==> config.mk <==
export PLATFORM = sky130hd
export DESIGN_NAME = serial_sub
export DESIGN_NICKNAME = d
export VERILOG_FILES = /design/src/rtl/arith_pkg.sv /design/src/rtl/fs_cell.sv /design/src/rtl/serial_sub.sv
export SDC_FILE = /design/constraint.sdc
export NUM_CORES = 1
export LEC_CHECK = 0
export BUFFER_PORTS_ARGS = -buffer_cell sky130_fd_sc_hd__buf_2
export CAP_MARGIN = 25
export CORE_MARGIN = 5
export CORE_UTILIZATION = 57
export DETAILED_ROUTE_END_ITERATION = 8
export HOLD_SLACK_MARGIN = 0.08
export PLACE_DENSITY = 0.82
export REMOVE_ABC_BUFFERS = 1
export SLEW_MARGIN = 20
export SYNTH_ARGS = -nofsm -noshare
export SYNTH_HDL_FRONTEND = slang
export SYNTH_SLANG_ARGS = --single-unit
==> constraint.sdc <==
create_clock -name clk -period 3.2 [get_ports clk]
set_input_delay 0.16 -clock clk [delete_from_list [all_inputs] [get_ports clk]]
set_output_delay 0.16 -clock clk [all_outputs]
set_load 0.02 [all_outputs]
==> src/rtl/arith_pkg.sv <==
// arith_pkg: shared definitions for the bit-serial subtractor.
//   - ST_* : state encoding of the serial_sub controller (2'd3 is unused and
//            decodes as IDLE).
//   - state_t : enumerated controller state built on that encoding.
//   - cnt_width() : width of the bit counter for a given operand width.
package arith_pkg;

  localparam logic [1:0] ST_IDLE = 2'd0;
  localparam logic [1:0] ST_RUN  = 2'd1;
  localparam logic [1:0] ST_DONE = 2'd2;

  typedef enum logic [1:0] {
    S_IDLE = ST_IDLE,
    S_RUN  = ST_RUN,
    S_DONE = ST_DONE
  } state_t;

  // Counter must hold 0..w-1 without wrapping; never narrower than one bit.
  function automatic int cnt_width(input int w);
    return (w <= 2) ? 1 : $clog2(w);
  endfunction

endpackage

==> src/rtl/fs_cell.sv <==
// fs_cell: combinational 1-bit full subtractor, computes x - y - c.
// Ports:
//   i_x  in  1  minuend bit
//   i_y  in  1  subtrahend bit
//   i_c  in  1  borrow in
//   o_di out 1  difference bit
//   o_bo out 1  borrow out
module fs_cell
  import arith_pkg::*;
(
  input  logic i_x,
  input  logic i_y,
  input  logic i_c,
  output logic o_di,
  output logic o_bo
);

  assign o_di = i_x ^ i_y ^ i_c;
  assign o_bo = (~i_x & i_y) | (~i_x & i_c) | (i_y & i_c);

endmodule

==> src/rtl/serial_sub.sv <==
// serial_sub: bit-serial WIDTH-bit subtractor, diff = a - b - bin, one bit
// per clock, LSB first, using a single fs_cell and a registered borrow.
// Ports:
//   clk   in  1      clock, rising edge
//   rst   in  1      synchronous active-high reset
//   start in  1      request, accepted only while ready=1
//   a     in  WIDTH  minuend, sampled on the accepting edge
//   b     in  WIDTH  subtrahend, sampled on the accepting edge
//   bin   in  1      borrow in, sampled on the accepting edge
//   ready out 1      controller idle
//   busy  out 1      operation shifting
//   done  out 1      one-cycle completion pulse
//   diff  out WIDTH  result mod 2^WIDTH, held until the next completion
//   bout  out 1      final borrow (unsigned a < b + bin)
//   ovf   out 1      signed overflow of a - b - bin
module serial_sub
  import arith_pkg::*;
#(
  parameter int WIDTH = 8
) (
  input  logic             clk,
  input  logic             rst,
  input  logic             start,
  input  logic [WIDTH-1:0] a,
  input  logic [WIDTH-1:0] b,
  input  logic             bin,
  output logic             ready,
  output logic             busy,
  output logic             done,
  output logic [WIDTH-1:0] diff,
  output logic             bout,
  output logic             ovf
);

  localparam int CW = cnt_width(WIDTH);
  localparam logic [CW-1:0] CNT_LAST = CW'(WIDTH - 1);

  state_t           r_state;
  state_t           w_state_next;
  logic [WIDTH-1:0] r_a_sr;
  logic [WIDTH-1:0] r_b_sr;
  logic [WIDTH-1:0] r_res_sr;
  logic [WIDTH-1:0] w_res_next;
  logic             r_brw;
  logic [CW-1:0]    r_cnt;
  logic             r_a_msb;
  logic             r_b_msb;
  logic [WIDTH-1:0] r_diff;
  logic             r_bout;
  logic             r_ovf;
  logic             w_di;
  logic             w_bo;
  logic             w_ready;
  logic             w_busy;
  logic             w_done;
  logic             w_last;

  fs_cell u_cell (
    .i_x  (r_a_sr[0]),
    .i_y  (r_b_sr[0]),
    .i_c  (r_brw),
    .o_di (w_di),
    .o_bo (w_bo)
  );

  // New difference bit enters at the MSB so that after WIDTH shifts the
  // first (LSB) result bit has landed in position 0.
  assign w_res_next = {w_di, r_res_sr[WIDTH-1:1]};
  assign w_last     = (r_cnt == CNT_LAST);

  always_ff @(posedge clk) begin
    if (rst) begin
      r_state <= S_IDLE;
    end else begin
      r_state <= w_state_next;
    end
  end

  always_comb begin
    w_state_next = r_state;
    w_ready      = 1'b0;
    w_busy       = 1'b0;
    w_done       = 1'b0;
    case (r_state)
      S_RUN: begin
        w_busy = 1'b1;
        if (w_last) begin
          w_state_next = S_DONE;
        end
      end
      S_DONE: begin
        w_done       = 1'b1;
        w_state_next = S_IDLE;
      end
      default: begin
        // Covers S_IDLE and the unused encoding, which is folded into IDLE.
        w_ready      = 1'b1;
        w_state_next = start ? S_RUN : S_IDLE;
      end
    endcase
  end

  always_ff @(posedge clk) begin
    if (rst) begin
      r_a_sr   <= '0;
      r_b_sr   <= '0;
      r_res_sr <= '0;
      r_brw    <= 1'b0;
      r_cnt    <= '0;
      r_a_msb  <= 1'b0;
      r_b_msb  <= 1'b0;
      r_diff   <= '0;
      r_bout   <= 1'b0;
      r_ovf    <= 1'b0;
    end else if (w_ready && start) begin
      r_a_sr   <= a;
      r_b_sr   <= b;
      r_brw    <= bin;
      r_res_sr <= '0;
      r_cnt    <= '0;
      r_a_msb  <= a[WIDTH-1];
      r_b_msb  <= b[WIDTH-1];
    end else if (w_busy) begin
      r_a_sr   <= {1'b0, r_a_sr[WIDTH-1:1]};
      r_b_sr   <= {1'b0, r_b_sr[WIDTH-1:1]};
      r_res_sr <= w_res_next;
      r_brw    <= w_bo;
      r_cnt    <= r_cnt + 1'b1;
      if (w_last) begin
        // Published results only move here, so RUN never exposes partials.
        // The final di is the result MSB, hence its use for overflow.
        r_diff <= w_res_next;
        r_bout <= w_bo;
        r_ovf  <= (r_a_msb ^ r_b_msb) & (r_a_msb ^ w_di);
      end
    end
  end

  assign ready = w_ready;
  assign busy  = w_busy;
  assign done  = w_done;
  assign diff  = r_diff;
  assign bout  = r_bout;
  assign ovf   = r_ovf;

endmodule

; ---- Word-level counts from Yosys, hierarchy flattened
; Index checks and enable logic that the tools add are counted.
[totals]
register_bits = 42
latch_bits = 0
ramBits = 0
mem_bits_ro = 0
input_bits = 20
output_inout_bits = 13
word_cells = 45
memories = 0
[op_classes]
addsub = 1
multipliers = 0
div = 0
magnitude_cmp = 0
n_eq_ne = 4
n_shift = 0
n_mux = 12
bitwise_logic = 12
n_reduce_logical = 5
[op_table]
columns = cell, n
row1 = $mux W8, 4
row2 = $mux W1, 6
row3 = $and A1 B1 Y1, 4
row4 = $pmux W2 S2, 1
row5 = $reduce_or A2 Y1, 2
row6 = $xor A1 B1 Y1, 4
row7 = $add A3 B1 Y3 const B, 1
row8 = $eq A3 B3 Y1 const B, 1
row9 = $reduce_and A3 Y1, 1
row10 = $eq A2 B1 Y1 const B, 1
row11 = $eq A2 B2 Y1 const B, 1
row12 = $mux W2, 1
row13 = $ne A2 B2 Y1 const B, 1
row14 = $not A1 Y1, 2
row15 = $or A1 B1 Y1, 2
row16 = $reduce_bool A2 Y1, 1
row17 = $logic_and A1 B1 Y1, 1

; ---- Logic depth before layout (Yosys ltp)
; Gate-level depths: netlist of run 1.
[logic_depth]
ltp_word = 6
depth_mapped = 7
ltp_nobuf = 5

; ---- Cells and area by module
; From an unflattened synthesis of run 1, not the netlist that was laid out.
[hier_totals]
hier_cells = 179
hier_area_um2 = 1788.0
[modules_own_cells]
columns = mod, instances, cells_per_inst, area_per_inst_um2, seq_area_each_um2
row1 = serial_sub, 1, 176, 1760.4, 820.8
row2 = fs_cell, 1, 3, 27.5, 0.0

; ---- Worst setup path after synthesis of run 1
; OpenSTA, ideal clock, no wires.
[synth_timing]
kind = flip-flop to flip-flop
start = register r_state[0]
end = register r_a_sr[0]
setup_time_ns = 0.138
arrival_ns = 1.366
required_time_ns = 3.062
setup_slack_ns = 1.696
stages_incl_launch_ff = 6
n_path_buf = 1
period_less_slack_ns = 1.504
path_cell_list = dfxtp_1 -> inv_1 -> ha_1 -> nand2_1 -> clkbuf_1 -> a211oi_1
[synth_via]
elab_chain_len = 5
elab_cells_between_ends = 8
classes_between = 2 x eq/ne / 3 x mux / 3 x reduce/logical
[synth_lines]
columns = item, line
row1 = from (decl), serial_sub.sv:38  ; state_t r_state;
row2 = from (signal assigned), serial_sub.sv:75  ; r_state <= w_state_next;
row3 = $eq A2 B2 Y1 or $eq A2 B1 Y1 (tied branches), serial_sub.sv:84  ; case (r_state)
row4 = $reduce_or A2 Y1 (no source line) *, --
row5 = $mux W1 *, serial_sub.sv:84
row6 = net ready, serial_sub.sv:27  ; output logic ready,
row7 = $logic_and A1 B1 Y1 *, serial_sub.sv:115  ; end else if (w_ready && start) begin
row8 = $mux W8 or $reduce_bool A2 Y1 (tied branches), --
row9 = to (signal assigned), serial_sub.sv:124  ; r_a_sr <= {1'b0, r_a_sr[WIDTH-1:1]};
row10 = to (decl), serial_sub.sv:40  ; logic [WIDTH-1:0] r_a_sr;
; Mark *: on every way through the listed nets, which the timed path passes. The rest lies on a longest branch.
; A chain may end at the register's enable or synchronous reset.

; ---- Worst setup path after layout of run 1
[layout_timing]
start = register r_state[0]
end = register r_res_sr[7]
[layout_via]
elab_chain_len = 5
elab_cells_between_ends = 7
classes_between = 2 x eq/ne / 2 x mux / 3 x reduce/logical
[layout_lines]
columns = item, line
row1 = $eq A2 B2 Y1 or $eq A2 B1 Y1 (tied branches), serial_sub.sv:84
row2 = $reduce_or A2 Y1 (no source line), --
row3 = $mux W1, serial_sub.sv:84
row4 = $logic_and A1 B1 Y1, serial_sub.sv:115
row5 = $reduce_or A2 Y1 (no source line), --
row6 = to (signal assigned), serial_sub.sv:126  ; r_res_sr <= w_res_next;
row7 = to (decl), serial_sub.sv:42  ; logic [WIDTH-1:0] r_res_sr;
; Several ways; a longest one is shown, not always the timed one.

==> flow_metrics.env, run 1 <==
export IMPL_status="finished clean"
export IMPL_antenna_cells=0
export IMPL_hp_class="input port to register"
export IMPL_syn_inst=176
export IMPL_htree_levels=2
export IMPL_clock_latency_ns=0.34
export IMPL_dp_cells=230
export IMPL_fin_nets=235
export IMPL_worst_hold_path_endpoint="r_b_sr[4]$_SDFFE_PP0P_"
export IMPL_path_clk_slew_ns=0.11
export IMPL_regArea_um2=820.8
export IMPL_worstPathRequired_ns=3.46
export IMPL_ant_nets=0
export IMPL_rrSetupSlack_ns=1.24
export IMPL_cts_buffers=5
export IMPL_routedWlPerCell_um=13.49
export IMPL_drive_gt1_share_pct=19.52
export IMPL_grt_setup_unrepaired="no"
export IMPL_synth_seq_area_share_pct=48.59
export IMPL_synth_distinct_cells=23
export IMPL_area_delta_synth_final_pct=15.11
export IMPL_die_x_um=64.44
export IMPL_total_power_mw=1.066
export IMPL_final_core_util_pct=69.31
export IMPL_setup_viol=0
export IMPL_final_cell_mix="dfxtp_1 (41), buf_2 (32), nor2_1 (28)"
export IMPL_criticalPathCategory="register to register"
export IMPL_slew_headroom_pct=49.87
export IMPL_finalMaxSlewViolations=0
export IMPL_final_hold_viol_count=0
export IMPL_final_common_cell="dfxtp_1"
export IMPL_place_hpwl_mm=2.328
export IMPL_vias=1313
export IMPL_fin_cells=241
export IMPL_arrival_ns=2.22
export IMPL_p_per_area_nw_per_um2=548.1
export IMPL_period_share_pct=61.34
export IMPL_firstDrtPassIters=5
export IMPL_layout_min_cycle_time_ns=1.963
export IMPL_finalClockSkew_ns=0.008119
export IMPL_post_cts_buffers=0
export IMPL_ios=33
export IMPL_drc=0
export IMPL_whs_path_depth=3
export IMPL_syn_area_um2=1689
export IMPL_die_h_um=64.44
export IMPL_cts_tree="built"
export IMPL_cts_root_buf="clkbuf_4"
export IMPL_timing_critical_path_from="r_state[0]$_SDFFE_PP0P_"
export IMPL_grt_pass1_wl_mm=5.651
export IMPL_routabilityCongestion=0.8006
export IMPL_core_region_area_um2=2805
export IMPL_grt_max_degree=33
export IMPL_fill_cells=234
export IMPL_syn_avg_cell_area_um2=9.597
export IMPL_drv_cap=0
export IMPL_portBuffers=32
export IMPL_multi_input_area_um2=783.3
export IMPL_tightest_slew_ns=0.7520
export IMPL_hp_start="b[4]"
export IMPL_globalRouteTotalUtil_pct=17.31
export IMPL_via_per_inst=5.448
export IMPL_ys_ff_latch=41
export IMPL_wl_mm=3.252
export IMPL_rr_worst_depth=5
export IMPL_cts_path_max_buffers=2
export IMPL_r2r_end="r_res_sr[7]$_SDFFE_PP0N_"
export IMPL_max_freq_mhz=509.5
export IMPL_grt_remaining_overflow=0
export IMPL_worstPathMaxFanout=17
export IMPL_initial_core_util_pct=60.21
export IMPL_dieArea_um2=4152
export IMPL_ir_worst_vdd_v=0.0004488
export IMPL_start_kind="register"
export IMPL_power_leakage_nw=0.7881
export IMPL_ys_warn_count=0
export IMPL_setup_tns_ns=0
export IMPL_clkSinkCount=41
export IMPL_cp_end_kind="register"
export IMPL_rows=19
export IMPL_reg2reg_from="r_state[0]$_SDFFE_PP0P_"
export IMPL_antenna_found_initial=0
export IMPL_drt_iter0_drc=91
export IMPL_grt_pass1_vias=1255
-- timing repair --
action	CTS	global route
setup endpoints to repair	0	0
gates resized for setup	0	0
endpoints found under the hold margin	2	1
hold buffers	2	1
-- cell usage after synthesis (all sizes together) --
| cell type | number | share of area [%] |
|---|---|---|
| a211oi | 17 | 7.6 |
| a21oi | 13 | 3.9 |
| a311oi | 1 | 0.52 |
| and2 | 1 | 0.37 |
| buf | 7 | 3.5 |
| clkbuf | 4 | 0.89 |
| dfxtp | 41 | 49 |
| fa | 1 | 1.2 |
| ha | 5 | 3.7 |
| inv | 3 | 0.67 |
| mux2i | 25 | 15 |
| nand2 | 22 | 4.9 |
| nand2b | 1 | 0.37 |
| nand3 | 2 | 0.59 |
| nand3b | 1 | 0.44 |
| nor2 | 28 | 6.2 |
| nor2b | 1 | 0.37 |
| or2b | 1 | 0.44 |
| or3b | 1 | 0.52 |
| xnor2 | 1 | 0.52 |
-- per-layer routing --
metal | vias up | routed length (um) | global-route usage (%)
met4 | 0 | 53 | 7.916
met1 | 597 | 1409 | 20.43
li1 | 670 | - | -
met5 | - | 0 | 0
met3 | 8 | 191 | 6.736
met2 | 38 | 1598 | 27.84
-- how the worst max path moves through the flow --
stage,end,cells past startpoint
2_1_floorplan,ovf$_SDFFE_PP0P_,5
3_3_place_gp,r_res_sr[7]$_SDFFE_PP0N_,5
3_5_place_dp,r_b_sr[0]$_SDFFE_PP0P_,5
4_1_cts,r_res_sr[7]$_SDFFE_PP0N_,5
5_1_grt,r_res_sr[7]$_SDFFE_PP0N_,5
6_report,r_res_sr[7]$_SDFFE_PP0N_,5
-- registers in the layout, summed over array words and instances (netlist names) --
name,count
diff,8
r_a_sr,8
r_b_sr,8
r_res_sr,7
r_cnt,3
r_state,2
bout,1
ovf,1
r_a_msb,1
r_b_msb,1
r_brw,1
-- report_power, final --
group	total, mW	internal, mW	leakage [nW]	switching, mW
logic	0.161	0.0709	0.408	0.0905
registers	0.561	0.542	0.335	0.0190
clock network	0.343	0.187	0.0455	0.157
total	1.07	0.799	0.788	0.266
-- logic make-up after synthesis --
| logic type | after synthesis | share of synthesized area (%) |
|---|---|---|
| muxes | 25 | 14.81 |
| AOI/OAI and AO/OA | 31 | 11.93 |
| xor gates and xnor gates | 1 | 0.5186 |
| adders and majority gates | 6 | 4.889 |
| DFF | 41 | 48.59 |
| buffers and inverters | 14 | 5.037 |
| and+or+nand+nor | 58 | 14.22 |
-- per-stage QoR --
stage | hold slack, ns | setup slack (ns) | area [um2]
3_3_place_gp | 0.4409 | 1.367 | 1829
5_1_grt | 0.08706 | 0.9867 | 1944
3_5_place_dp | 0.4460 | 1.272 | 1829
6_report | 0.09281 | 1.237 | 1944
2_1_floorplan | 0.2291 | 0.9262 | 1615
4_1_cts | 0.08123 | 1.215 | 1934
-- worst max-delay path: stages, from the launching register on --
cell and delay (ns):
dfxtp_1 0.38, inv_1 0.09, ha_1 0.35, nand2_1 0.42
nand2b_1 0.34, a211oi_1 0.29
-- area by class of cell --
class	instances	area share (%)
sequential	41	42.21
multi-input combinational	121	40.28
timing repair buffer	37	10.55
clock buffer	7	2.831
tap	31	1.995
clock inverter	1	1.544
inverter	3	0.5792
Note: power is estimated with default switching activity, not from simulation.
==> run 2: changes to the inputs <==
CORE_UTILIZATION = 48   (was 57)
PLACE_DENSITY = 0.74   (was 0.82)
clock period = 1.8 ns   (was 3.2 ns; I/O delays follow)
==> flow_metrics.env, run 2 (synthesis gave the netlist of run 1 again) <==
export IMPL_cts_buffers=5
export IMPL_rrSetupSlack_ns=0.16
export IMPL_tightest_slew_ns=0.4034
export IMPL_via_per_inst=4.874
export IMPL_finalClockSkew_ns=0.004860
export IMPL_power_leakage_nw=0.8920
export IMPL_dieArea_um2=4805
export IMPL_ir_worst_vdd_v=0.0006455
export IMPL_start_kind="register"
export IMPL_routabilityCongestion=0.7538
export IMPL_max_freq_mhz=609.3
export IMPL_fin_nets=257
export IMPL_cts_root_buf="clkbuf_4"
export IMPL_post_cts_buffers=0
export IMPL_reg2reg_from="r_state[0]$_SDFFE_PP0P_"
export IMPL_layout_min_cycle_time_ns=1.641
export IMPL_cts_tree="built"
export IMPL_final_core_util_pct=64.99
export IMPL_ios=33
export IMPL_cp_end_kind="register"
export IMPL_final_common_cell="dfxtp_1"
export IMPL_drc=0
export IMPL_grt_setup_unrepaired="no"
export IMPL_routedWlPerCell_um=11.87
export IMPL_worstPathMaxFanout=5
export IMPL_path_clk_slew_ns=0.12
export IMPL_place_hpwl_mm=2.201
export IMPL_r2r_end="r_b_sr[7]$_SDFFE_PP0P_"
export IMPL_grt_remaining_overflow=0
export IMPL_slew_headroom_pct=73.11
export IMPL_cts_resized=0
export IMPL_htree_levels=2
export IMPL_vias=1355
export IMPL_postCtsHoldBufs=19
export IMPL_die_x_um=69.32
export IMPL_worstPathRequired_ns=2.09
export IMPL_period_share_pct=91.19
export IMPL_drv_cap=0
export IMPL_grt_pass1_wl_mm=5.789
export IMPL_die_h_um=69.32
export IMPL_hp_class="input port to register"
export IMPL_final_hold_viol_count=0
export IMPL_status="finished clean"
export IMPL_arrival_ns=1.93
export IMPL_clock_latency_ns=0.35
export IMPL_antenna_found_initial=0
export IMPL_cts_path_max_buffers=2
export IMPL_initial_core_util_pct=50.22
export IMPL_multi_input_area_um2=783.3
export IMPL_wl_mm=3.299
export IMPL_finalMaxSlewViolations=0
export IMPL_grt_max_degree=19
export IMPL_grt_pass1_vias=1293
export IMPL_drt_iter0_drc=62
export IMPL_clkSinkCount=41
export IMPL_worst_hold_path_endpoint="diff[3]$_SDFFE_PP0P_"
export IMPL_firstDrtPassIters=2
export IMPL_fill_cells=305
export IMPL_globalRouteTotalUtil_pct=14.99
export IMPL_final_cell_mix="dfxtp_1 (41), buf_2 (32), nor2_1 (28)"
export IMPL_holdWs_ns=0.1105
export IMPL_rr_worst_depth=5
export IMPL_criticalPathCategory="register to register"
export IMPL_portBuffers=32
export IMPL_whs_path_depth=2
export IMPL_antenna_cells=0
export IMPL_p_per_area_nw_per_um2=939.1
export IMPL_ant_nets=0
export IMPL_setup_viol=0
export IMPL_rows=21
export IMPL_hp_start="rst"
export IMPL_area_delta_synth_final_pct=29.41
export IMPL_drive_gt1_share_pct=20.69
export IMPL_regArea_um2=820.8
export IMPL_core_region_area_um2=3363
==> run 2: worst max-delay path by stage <==
stage,from,to,slack [ns],depth (start not counted)
6_report,r_state[0]$_SDFFE_PP0P_,r_b_sr[7]$_SDFFE_PP0P_,0.16,5
4_1_cts,r_state[0]$_SDFFE_PP0P_,r_b_msb$_SDFFE_PP0P_,0.16,5
3_5_place_dp,r_a_sr[0]$_SDFFE_PP0P_,ovf$_SDFFE_PP0P_,0.24,4
3_3_place_gp,r_a_sr[0]$_SDFFE_PP0P_,ovf$_SDFFE_PP0P_,0.27,4
2_1_floorplan,r_state[1]$_SDFFE_PP0P_,ovf$_SDFFE_PP0P_,-0.47,5
5_1_grt,r_state[0]$_SDFFE_PP0P_,r_b_msb$_SDFFE_PP0P_,0.05,5
==> run 2: area by class of cell <==
class                      instances  area share [%]
sequential                        41           37.55
multi-input combinational        121           35.83
tap                               46           2.633
timing repair buffer              59           18.78
inverter                           3          0.5152
clock buffer                       5           1.717
clock inverter                     3           2.977
==> run 2: worst max-delay path, cell delays in order (launching register included) <==
cell and delay [ns]:
dfxtp_1 0.38, inv_1 0.07, ha_1 0.35, nand3_1 0.09, dlygate4sd3_1 0.58, a21oi_1 0.12
==> run 2: metrics by stage <==
stage | cells | power, mW | instance area [um2] | TNS (ns) | setup slack [ns]
floorplan | 165 | 1.209 | 1615 | -9.056 | -0.4738
global placement | 251 | 1.302 | 1893 | 0 | 0.2668
detailed placement | 251 | 1.308 | 1893 | 0 | 0.2360
CTS | 278 | 2.068 | 2186 | 0 | 0.1583
global route | 278 | 2.154 | 2186 | 0 | 0.04517
finish | 278 | 2.053 | 2186 | 0 | 0.1586
==> run 2: routing by layer <==
layer / GRT usage (%) / wire [um]
met5: 0 / 0
met4: 7.158 / 57
met3: 4.493 / 199
met2: 24.47 / 1536
met1: 17.88 / 1506
==> run 2: report_power, final <==
part,switching (mW),internal [mW]
clock,0.301,0.430
sequential,0.0335,0.963
combinational,0.163,0.163
==> run 3: changes to the inputs <==
SETUP_SLACK_MARGIN = 0.5   (was not set)
==> flow_metrics.env, run 3 (synthesis gave the netlist of run 1 again) <==
export IMPL_status="finished clean"
export IMPL_power_internal_mw=1.724
export IMPL_r2r_end="ovf$_SDFFE_PP0P_"
export IMPL_clockPowerShare_pct=31.5
export IMPL_regArea_um2=830.8
export IMPL_cts_root_buf="clkbuf_4"
export IMPL_dp_cells=251
export IMPL_dieArea_um2=4805
export IMPL_drive_gt1_share_pct=46.75
export IMPL_whs_path_depth=2
export IMPL_cts_path_max_buffers=2
export IMPL_antenna_found_initial=0
export IMPL_vias=1526
export IMPL_cts_tree="built"
export IMPL_fin_nets=271
export IMPL_rows=21
export IMPL_finalMaxSlewViolations=0
export IMPL_worst_slack_ns=0.1515
export IMPL_firstDrtPassIters=4
export IMPL_p_switching_uw=652.2
export IMPL_area_delta_synth_final_pct=60.67
export IMPL_core_region_area_um2=3363
export IMPL_multi_input_area_um2=1046
export IMPL_via_per_inst=5.226
export IMPL_fin_cells=292
export IMPL_grt_pass1_vias=1353
export IMPL_fill_cells=217
export IMPL_place_hpwl_mm=2.201
export IMPL_hp_class="input port to register"
export IMPL_worstPathRequired_ns=2.09
export IMPL_worstPathMaxFanout=2
export IMPL_path_clk_slew_ns=0.12
export IMPL_die_x_um=69.32
export IMPL_final_common_cell="dfxtp_1"
export IMPL_clkSinkCount=41
export IMPL_routabilityCongestion=0.7538
export IMPL_rrSetupSlack_ns=0.15
export IMPL_htree_levels=2
export IMPL_place_ws_ns=0.2360
export IMPL_seq_power_share_pct=42.6
export IMPL_initial_core_util_pct=50.22
export IMPL_criticalPathCategory="register to register"
export IMPL_clock_latency_ns=0.36
export IMPL_die_h_um=69.32
export IMPL_slew_headroom_pct=71.86
export IMPL_grt_max_degree=19
export IMPL_antenna_cells=0
export IMPL_drt_iter0_drc=101
export IMPL_portBuffers=32
export IMPL_p_comb_share_pct=25.9
export IMPL_grt_setup_unrepaired="yes"
export IMPL_drc=0
export IMPL_globalRouteTotalUtil_pct=15.74
export IMPL_ant_nets=0
export IMPL_ios=33
export IMPL_grt_remaining_overflow=0
export IMPL_reg2reg_from="r_a_sr[0]$_SDFFE_PP0P_"
export IMPL_ir_worst_vdd_v=0.0007362
export IMPL_max_freq_mhz=606.6
export IMPL_layout_min_cycle_time_ns=1.649
export IMPL_final_core_util_pct=80.69
export IMPL_total_power_mw=2.376
export IMPL_wl_mm=4.923
export IMPL_worst_hold_path_endpoint="diff[3]$_SDFFE_PP0P_"
export IMPL_drv_cap=0
export IMPL_final_cell_mix="dfxtp_1 (35), buf_2 (30), mux2i_1 (22)"
export IMPL_finalClockSkew_ns=0.003115
export IMPL_setup_viol=0
export IMPL_rr_worst_depth=4
export IMPL_arrival_ns=1.93
export IMPL_final_hold_viol_count=0
export IMPL_period_share_pct=91.58
export IMPL_cp_end_kind="register"
export IMPL_grt_pass1_wl_mm=6.092
export IMPL_p_sw_share_pct=27.45
export IMPL_hp_start="rst"
export IMPL_p_per_area_nw_per_um2=875.5
export IMPL_tightest_slew_ns=0.4221
export IMPL_routedWlPerCell_um=16.86
export IMPL_power_leakage_nw=1.061
export IMPL_cts_buffers=5
export IMPL_start_kind="register"
==> run 3: changes by cell type in the layout (fill, tap and decap cells not counted), sizes merged <==
cell         delta
clkbuf          +4
dlygate4sd3     -1
buf            +11
==> run 3: final cells by class <==
cell class,count,area share (%)
Clock buffer,5,1.383
Clock inverter,3,2.397
Sequential cell,41,30.61
Multi-Input combinational cell,121,38.54
Timing Repair Buffer,73,24.53
Inverter,3,0.4149
Tap cell,46,2.121
==> run 3: through the flow <==
stage                     hold WS (ns)  cell area, um2  setup TNS [ns]
after floorplan                 0.1591            1615          -9.056
after global placement          0.3795            1893               0
after detailed placement        0.3833            1893               0
after CTS                      0.09954            2340               0
after global routing            0.1490            2714               0
final                           0.1460            2714               0
==> run 3: power groups by stage <==
stage	sequential (mW)	combinational (mW)	clock, mW
after global routing	1.02	0.649	0.799
after CTS	0.999	0.394	0.747
final	1.01	0.615	0.748
after floorplan	1.01	0.202	0
after detailed placement	1.02	0.291	0
after global placement	1.01	0.287	0
==> run 3: worst max path at each step <==
stage	depth (start not counted)	slack, ns	startpoint	endpoint
2_1_floorplan	5	-0.47	r_state[1]$_SDFFE_PP0P_	ovf$_SDFFE_PP0P_
6_report	4	0.15	r_a_sr[0]$_SDFFE_PP0P_	ovf$_SDFFE_PP0P_
3_3_place_gp	4	0.27	r_a_sr[0]$_SDFFE_PP0P_	ovf$_SDFFE_PP0P_
3_5_place_dp	4	0.24	r_a_sr[0]$_SDFFE_PP0P_	ovf$_SDFFE_PP0P_
4_1_cts	4	0.26	r_a_sr[0]$_SDFFE_PP0P_	ovf$_SDFFE_PP0P_
5_1_grt	4	0.11	r_a_sr[0]$_SDFFE_PP0P_	ovf$_SDFFE_PP0P_
==> run 3: timing repair <==
item | in CTS | in global routing
hold endpoints to repair | 19 | 0
hold buffers | 18 | 0
buffers inserted | 9 | 2
resized for setup | 28 | 60
gates cloned | 0 | 4
pin swaps | 5 | 16
endpoints found under the setup margin | 42 | 39
==> run 3: metal layers <==
| layer | share of wire, % | vias up | GRT usage (%) |
|---|---|---|---|
| met5 | 0 | - | 0 |
| met4 | 3.1 | 0 | 7.158 |
| met3 | 4.8 | 10 | 4.493 |
| met2 | 55 | 57 | 27.01 |
| met1 | 37 | 718 | 17.97 |
| li1 | - | 741 | - |
==> run 3: worst max-delay path: stages, from the launching register on <==
cell	delay, ns
dfxtp_2	0.35
inv_1	0.05
fa_1	0.51
or3b_1	0.42
a311oi_2	0.24
